### src/rtl/serial_add_controller_pkg.sv
// rtl/serial_add_controller_pkg.sv - shared encodings for the serial add controller
//
// Purpose: controller FSM state encoding and the serial adder's state encoding.
// Ports:   none (package).

package serial_add_controller_pkg;

    localparam logic [2:0] IDLE  = 3'd0;
    localparam logic [2:0] CLEAR = 3'd1;
    localparam logic [2:0] SHIFT = 3'd2;
    localparam logic [2:0] DRAIN = 3'd3;
    localparam logic [2:0] DONE  = 3'd4;

    typedef enum logic [2:0] {
        ST_IDLE  = IDLE,
        ST_CLEAR = CLEAR,
        ST_SHIFT = SHIFT,
        ST_DRAIN = DRAIN,
        ST_DONE  = DONE
    } state_t;

    // Serial adder state is {carry, sum_bit}: F = state[0], Cout = state[1].
    localparam logic [1:0] ADD_S0 = 2'd0;
    localparam logic [1:0] ADD_S1 = 2'd1;
    localparam logic [1:0] ADD_S2 = 2'd2;
    localparam logic [1:0] ADD_S3 = 2'd3;

endpackage

### src/rtl/serial_add_controller_if.sv
// rtl/serial_add_controller_if.sv - host-side handshake bundle of the serial add controller
//
// Purpose: groups the parallel operand/result handshake.
// Signals: start, a_in, b_in (host -> controller); busy, done, sum, cout (controller -> host).
// Modports: master = host side, slave = controller side.

interface serial_add_controller_if #(
    parameter int WIDTH = 8
);
    logic             start;
    logic [WIDTH-1:0] a_in;
    logic [WIDTH-1:0] b_in;
    logic             busy;
    logic             done;
    logic [WIDTH-1:0] sum;
    logic             cout;

    modport master (
        output start, a_in, b_in,
        input  busy, done, sum, cout
    );

    modport slave (
        input  start, a_in, b_in,
        output busy, done, sum, cout
    );
endinterface

### src/rtl/serial_add_controller_shift_reg_lsb.sv
// rtl/serial_add_controller_shift_reg_lsb.sv - loadable right-shift register, serial-in at MSB
//
// Purpose: WIDTH-bit register; load has priority over shift; shift moves toward the LSB.
// Ports:   clk, rst (async, active-high), load, load_val, shift, ser_in, q.

module shift_reg_lsb #(
    parameter int WIDTH = 8
) (
    input  logic             clk,
    input  logic             rst,
    input  logic             load,
    input  logic [WIDTH-1:0] load_val,
    input  logic             shift,
    input  logic             ser_in,
    output logic [WIDTH-1:0] q
);

    logic [WIDTH-1:0] data_q;
    logic [WIDTH-1:0] data_d;

    always_comb begin
        data_d = data_q;
        if (load) begin
            data_d = load_val;
        end else if (shift) begin
            data_d = {ser_in, data_q[WIDTH-1:1]};
        end
    end

    always_ff @(posedge clk or posedge rst) begin
        if (rst) begin
            data_q <= '0;
        end else begin
            data_q <= data_d;
        end
    end

    assign q = data_q;

endmodule

### src/rtl/serial_add_controller.sv
// rtl/serial_add_controller.sv - parallel front end for a bit-serial Moore adder
//
// Purpose: captures two operands on start, clears the adder, streams operand bits
//          LSB first, and gathers the registered serial sum into a parallel word.
// Ports:   clk, rst (async, active-high)
//          host      : start/a_in/b_in in, busy/done/sum/cout out (slave modport)
//          ser_a/ser_b : serial operand bits to the adder
//          adder_clr : synchronous clear to the adder
//          ser_f/ser_cout : registered sum bit and carry state from the adder

module serial_add_controller
    import serial_add_controller_pkg::*;
#(
    parameter int WIDTH = 8
) (
    input  logic                  clk,
    input  logic                  rst,
    serial_add_controller_if.slave host,
    output logic                  ser_a,
    output logic                  ser_b,
    output logic                  adder_clr,
    input  logic                  ser_f,
    input  logic                  ser_cout
);

    localparam int CNT_W = (WIDTH > 1) ? $clog2(WIDTH) : 1;
    localparam logic [CNT_W-1:0] CNT_LAST = CNT_W'(WIDTH - 1);

    state_t           state_q, state_d;
    logic [CNT_W-1:0] cnt_q, cnt_d;
    logic [WIDTH-1:0] sum_q, sum_d;
    logic             cout_q, cout_d;

    logic             load_ops;
    logic             shift_ops;
    logic             shift_cap;
    logic [WIDTH-1:0] a_sh;
    logic [WIDTH-1:0] b_sh;
    logic [WIDTH-1:0] cap_q;
    logic             unused_sh;

    shift_reg_lsb #(.WIDTH(WIDTH)) u_sh_a (
        .clk      (clk),
        .rst      (rst),
        .load     (load_ops),
        .load_val (host.a_in),
        .shift    (shift_ops),
        .ser_in   (1'b0),
        .q        (a_sh)
    );

    shift_reg_lsb #(.WIDTH(WIDTH)) u_sh_b (
        .clk      (clk),
        .rst      (rst),
        .load     (load_ops),
        .load_val (host.b_in),
        .shift    (shift_ops),
        .ser_in   (1'b0),
        .q        (b_sh)
    );

    shift_reg_lsb #(.WIDTH(WIDTH)) u_sh_cap (
        .clk      (clk),
        .rst      (rst),
        .load     (load_ops),
        .load_val ({WIDTH{1'b0}}),
        .shift    (shift_cap),
        .ser_in   (ser_f),
        .q        (cap_q)
    );

    // Operand upper bits only leave through shifting; the capture LSB is
    // discarded by the final shift that forms the result.
    assign unused_sh = ^{a_sh[WIDTH-1:1], b_sh[WIDTH-1:1], cap_q[0]};

    always_comb begin
        state_d   = state_q;
        cnt_d     = cnt_q;
        sum_d     = sum_q;
        cout_d    = cout_q;
        load_ops  = 1'b0;
        shift_ops = 1'b0;
        shift_cap = 1'b0;
        case (state_q)
            ST_IDLE: begin
                if (host.start) begin
                    load_ops = 1'b1;
                    cnt_d    = '0;
                    state_d  = ST_CLEAR;
                end
            end
            ST_CLEAR: begin
                state_d = ST_SHIFT;
            end
            ST_SHIFT: begin
                shift_ops = 1'b1;
                // The adder output lags by one cycle, so nothing valid to capture at cnt 0.
                shift_cap = (cnt_q != '0);
                cnt_d     = cnt_q + CNT_W'(1);
                if (cnt_q == CNT_LAST) begin
                    state_d = ST_DRAIN;
                end
            end
            ST_DRAIN: begin
                shift_cap = 1'b1;
                sum_d     = {ser_f, cap_q[WIDTH-1:1]};
                cout_d    = ser_cout;
                state_d   = ST_DONE;
            end
            ST_DONE: begin
                state_d = ST_IDLE;
            end
            default: begin
                state_d = ST_IDLE;
            end
        endcase
    end

    always_ff @(posedge clk or posedge rst) begin
        if (rst) begin
            state_q <= ST_IDLE;
            cnt_q   <= '0;
            sum_q   <= '0;
            cout_q  <= 1'b0;
        end else begin
            state_q <= state_d;
            cnt_q   <= cnt_d;
            sum_q   <= sum_d;
            cout_q  <= cout_d;
        end
    end

    // rst feeds the clear directly so the adder is held in S0 while reset is asserted.
    assign adder_clr = rst | (state_q == ST_CLEAR);
    assign ser_a     = (state_q == ST_SHIFT) & a_sh[0];
    assign ser_b     = (state_q == ST_SHIFT) & b_sh[0];
    assign host.busy = (state_q == ST_CLEAR) | (state_q == ST_SHIFT) | (state_q == ST_DRAIN);
    assign host.done = (state_q == ST_DONE);
    assign host.sum  = sum_q;
    assign host.cout = cout_q;

endmodule
### src/flat_wrapper.sv
// flat-port wrapper written by rule: the top's interface ports become plain ports
module serial_add_controller_flat import serial_add_controller_pkg::*;
#(
    parameter int WIDTH = 8
)
  (clk, rst, ser_a, ser_b, adder_clr, ser_f, ser_cout, host_start, host_a_in, host_b_in, host_busy, host_done, host_sum, host_cout);
  serial_add_controller_if #(.WIDTH(WIDTH)) host_i ();
  input  logic clk;
  input  logic rst;
  output logic ser_a;
  output logic ser_b;
  output logic adder_clr;
  input  logic ser_f;
  input  logic ser_cout;
  input wire logic [$bits(host_i.start)-1:0] host_start;
  input wire logic [$bits(host_i.a_in)-1:0] host_a_in;
  input wire logic [$bits(host_i.b_in)-1:0] host_b_in;
  output wire logic [$bits(host_i.busy)-1:0] host_busy;
  output wire logic [$bits(host_i.done)-1:0] host_done;
  output wire logic [$bits(host_i.sum)-1:0] host_sum;
  output wire logic [$bits(host_i.cout)-1:0] host_cout;
  assign host_i.start = host_start;
  assign host_i.a_in = host_a_in;
  assign host_i.b_in = host_b_in;
  assign host_busy = host_i.busy;
  assign host_done = host_i.done;
  assign host_sum = host_i.sum;
  assign host_cout = host_i.cout;
  serial_add_controller #(.WIDTH(WIDTH)) u_core (.clk(clk), .rst(rst), .host(host_i), .ser_a(ser_a), .ser_b(ser_b), .adder_clr(adder_clr), .ser_f(ser_f), .ser_cout(ser_cout));
endmodule
### config.mk
export PLATFORM = sky130hd
export DESIGN_NAME = serial_add_controller_flat
export DESIGN_NICKNAME = d
export VERILOG_FILES = /design/src/rtl/serial_add_controller_pkg.sv /design/src/rtl/serial_add_controller_if.sv /design/src/rtl/serial_add_controller_shift_reg_lsb.sv /design/src/rtl/serial_add_controller.sv /design/src/flat_wrapper.sv
export SDC_FILE = /design/constraint.sdc
export NUM_CORES = 1
export LEC_CHECK = 0
export ABC_AREA = 1
export CAP_MARGIN = 40
export CORE_UTILIZATION = 30
export CTS_BUF_LIST = sky130_fd_sc_hd__clkbuf_8
export DETAILED_ROUTE_END_ITERATION = 10
export PLACE_DENSITY_LB_ADDON = 0.25
export SLEW_MARGIN = 20
export SYNTH_ARGS = -nofsm -noshare
export SYNTH_HDL_FRONTEND = slang
export SYNTH_SLANG_ARGS = --single-unit
### constraint.sdc
create_clock -name clk -period 2.25 [get_ports clk]
set_clock_uncertainty 0.05 [all_clocks]
set_input_delay 0.45 -clock clk [delete_from_list [all_inputs] [get_ports clk]]
set_output_delay 0.45 -clock clk [all_outputs]
set_load 0.01 [all_outputs]
# After elaboration in Yosys (flattened, before gate mapping)
# Cells that the tools add are included.
# classes
n_reduce_logical,7
muxes,15
add_sub_neg,1
eq_ne,7
bitwise_logic,5
# op_table
cell,n
$mux 8,6
$pmux 3 s4,1
$mux 3,3
$eq 3x2->1 const B,2
$eq 3x3->1 const B,2
$pmux 3 s2,1
$reduce_bool 2->1,3
$reduce_and 2->1,2
$add 3x1->3 const B,1
$eq 3x1->1 const B,1
$logic_not 3->1,1
$mux 1,3
$or 1x1->1,3
$reduce_bool 3->1,1
$and 1x1->1,2
$ne 2x1->1 const B,1
$ne 2x2->1 const B,1
$pmux 1 s2,1
# totals
output_inout_bits,14
register_bits,39
wordCells,42
inputBits,21

# Depth between registers and ports, before layout
# depth
ltp_word,4
mapped_depth,7
ltp_nobuf,7

# By module
# From an unflattened synthesis, not the netlist that was laid out.
# unflattened
hier_cells,224
area_unflattened_um2,1850.5
# modules_own_cells
module,cells_each,instances,seq_area_each_um2,area_per_inst_um2
shift_reg_lsb,45,3,200.2,377.9
serial_add_controller,89,1,375.4,716.9

# Least setup slack after synthesis
# Ideal clock, no wire load.
# synth_timing
path_kind,input port to output port
startpoint,input rst
endpoint,output adder_clr
t_arrival_ps,1494
stages,2
setup_slack_ps,256
required_ps,1750
cell_sequence,inv_1 nand2_1
# synth_via
elab_chain_cells,1
# synth_rtl
item,line_no,source
"start, declared",flat_wrapper.sv:9,input logic rst;
$or 1x1->1,serial_add_controller.sv:134,assign adder_clr = rst | (state_q == ST_CLEAR);
"end, declared",flat_wrapper.sv:12,output logic adder_clr;
# No other way between the ends.

# Final worst setup path
# layout_timing
startpoint,register u_core.state_q[1]
endpoint,output ser_a
# layout_via
elab_chain_cells,2
# layout_rtl
item,line_no,source
"start, declared",serial_add_controller.sv:29,"state_t state_q, state_d;"
"start signal, assigned",serial_add_controller.sv:126,state_q <= state_d;
$eq 3x2->1,serial_add_controller.sv:135,assign ser_a = (state_q == ST_SHIFT) & a_sh[0];
$and 1x1->1,serial_add_controller.sv:135,
"end, declared",flat_wrapper.sv:10,output logic ser_a;
# No other way between the ends.

==> results.md <==
- Avg Inst Size Synth: a little over 9 um2
- Core area: a little under 6000 um2
- First-pass DRT Iterations: 4
- Leakage power: around 0.0011 uW
- YS warnings: 0
- Status: finished, final reports clean
- Drt wl/cell: between 10 and 15 um
- Iteration-0 DRC Markers: 86
- Final Hold Fails: 0
- Final WL: just under 4 mm
- Hold_ws: between 400 and 500 ps
- Max-cap violations: 0
- Clk root buf: clkbuf_8
- Multi-input logic area: ~740 um2
- Worst-margin pin slew: 474.5 ps
- Setup TNS Final: 0 ps
- Worst-Skew Late Latency: 290 ps
- Pwr Density: around 1300 nW/um2
- Gate Count Post-Synth: around 200
- Largest net degree at the start of global routing: 39
- CP peak stage delay: about 550 ps
- # clock sinks: 38
- Die W: 79.95 um
- CTS tree: yes
- Die footprint: 6392 um2
- Nets: about 260
- Cell row count: 28
- Worst-path maximum fanout: 12
- Remaining antenna violation count: 0
- Fin crit share: 0.9601
- I/O Buffers: 34
- Postcts setup bufs: 0
- Detail Placement HPWL: about 2.7 mm
- Share of cells above drive strength 1: 0.1532
- Vias: about 1.4k
- Worst setup EP type: primary output
- Cell Area, Synth: ~1800 um2
- Via/cell ratio: 4.603
- Vias in the first global route: approximately 1.4k
- Tightest Hold Check Type: reg2reg
- Worst VDD drop: between 0.5 and 0.6 mV
- Yosys reg bits: 38
- First-pass GRT wire length: 6.630 mm
- R2R Setup Slk: around 650 ps
- Die H: between 70 and 80 um
- Syn Nets: 221
- Fillers: approximately 600
- Fmax: 0.4629 GHz
- Drt drc: 0
- CP cell instances: inv_2, nor2_4, nand2_4, nor2_1, clkdlybuf4s50_1
- GP Congestion: 0.7536
- Inserted Diodes: 0
- Final Slew Violations: 0
- Starting Density: 0.3097
- WS Path Type: reg2out
- Initial antenna violation count: 0
- Worst setup SP type: register
- Ports: 35
- Synth cell types: 25
- H-tree levels: 2
- Commonest non-fill, non-tap cell in the layout: nand2_1
- Cts bufs inserted: 5
- Sequential-to-total area share from yosys stat: 0.5216
- RSZ-0062 raised after global routing: false
- Period minus WS final: 2160 ps
- Slowest cell on the critical path: clkdlybuf4s50_1
- Clk slew on worst S/H paths: 90 ps
- Setup violators final: 0
- Total GRT Usage: 0.1377
- Area delta synth->final: 28.07%
- Crit path required time: roughly 1800 ps
- Total area of sequential cells: between 900 and 1000 um2
- Longest Clk Path Bufs: 2
- GR Overflow Total: 0
- Slew headroom: 0.6815
- Most frequent cells in the layout: nand2_1 (61), dfrtp_1 (37), clkdlybuf4s50_1 (34)
- Worst path arrival time: around 1700 ps
-- synth_stat cells, drive strengths merged --
library cell | number | area [um2]
buf | 8 | 73.81
nor2 | 5 | 33.78
clkbuf | 2 | 8.750
nor3 | 1 | 5.000
clkinv | 1 | 3.750
nand3 | 43 | 277.8
nand2 | 66 | 270.3
dfrtp | 38 | 950.9
inv | 11 | 46.30
o21a | 1 | 7.510
ha | 3 | 37.54
nand4 | 14 | 87.58
o21ai | 4 | 20.01
-- routing by layer --
metal	part of all wire	routed length, um	track usage	up-vias
li1	-	-	-	728
met1	0.50	1969	0.1752	668
met2	0.45	1777	0.2197	29
met3	0.035	139	0.03200	2
met4	0.012	49	0.06429	0
met5	0	0	0	-
-- per-stage QoR --
stage	total power (uW)	utilization	instance area, um2	worst slack (ps)	cells
floorplan	2138	-	1823	256.4	197
global placement	2532	0.3771	2220	197.8	302
detailed placement	2561	0.3771	2220	204.9	302
CTS	3152	0.3965	2333	26.14	310
global route	3366	0.3967	2335	14.41	310
finish	3114	0.3967	2335	89.71	310
-- area by class of cell --
| type | count | area share |
|---|---|---|
| clock buffer | 5 | 0.02947 |
| sequential | 38 | 0.4078 |
| timing repair buffer | 40 | 0.1651 |
| clock inverter | 3 | 0.01929 |
| tap | 75 | 0.04019 |
| multi-input combinational | 137 | 0.3167 |
| inverter | 12 | 0.02144 |
-- worst max-delay path, delay by kind of cell (launching register included) --
kind	cells	cell delay [ps]
buffers and inverters	2	620
DFF	1	420
and+or+nand+nor	3	350
-- flip-flops by register name (all words and copies together) (netlist names) --
| name | cells |
|---|---|
| u_core.u_sh_cap.q | 7 |
| u_core.host.sum | 8 |
| u_core.host.cout | 1 |
| u_core.cnt_q | 3 |
| u_core.state_q | 3 |
| u_core.u_sh_b.q | 8 |
| u_core.u_sh_a.q | 8 |
-- logic make-up (layout without fill, tap and decap cells) --
| family | after synthesis | count (layout) | synth area share |
|---|---|---|---|
| flip-flops | 38 | 38 | 0.5216 |
| buffers and inverters | 22 | 60 | 0.07274 |
| adder cells (fa/ha/maj) | 3 | 3 | 0.02059 |
| AO/OA/AOI/OAI | 5 | 5 | 0.01510 |
| AND/OR/NAND/NOR | 129 | 129 | 0.3699 |
-- worst paths after layout --
| check | start | to | cells after the start |
|---|---|---|---|
| setup / recovery | u_core.state_q[1] | ser_a | 5 |
| hold / removal | u_core.host.cout | u_core.host.cout | 2 |
| setup reg to reg | u_core.state_q[0] | u_core.state_q[0] | 5 |
| hold reg to reg | u_core.host.cout | u_core.host.cout | 2 |
| max in group asynchronous | rst | u_core.state_q[1] | 3 |
| min in group asynchronous | rst | u_core.u_sh_cap.q[5] | 3 |
-- power breakdown --
group	internal, uW	switching, uW
Sequential	987	190
Clock	330	258
Combinational	566	783
Total	1880	1230
-- timing repair --
| item | CTS | global route |
|---|---|---|
| endpoints found under the setup margin | 0 | 2 |
| gates resized for setup | 0 | 1 |
| hold endpoints to repair | 0 | 0 |
| hold buffers | 0 | 0 |
Note: power is estimated with default switching activity, not from simulation.
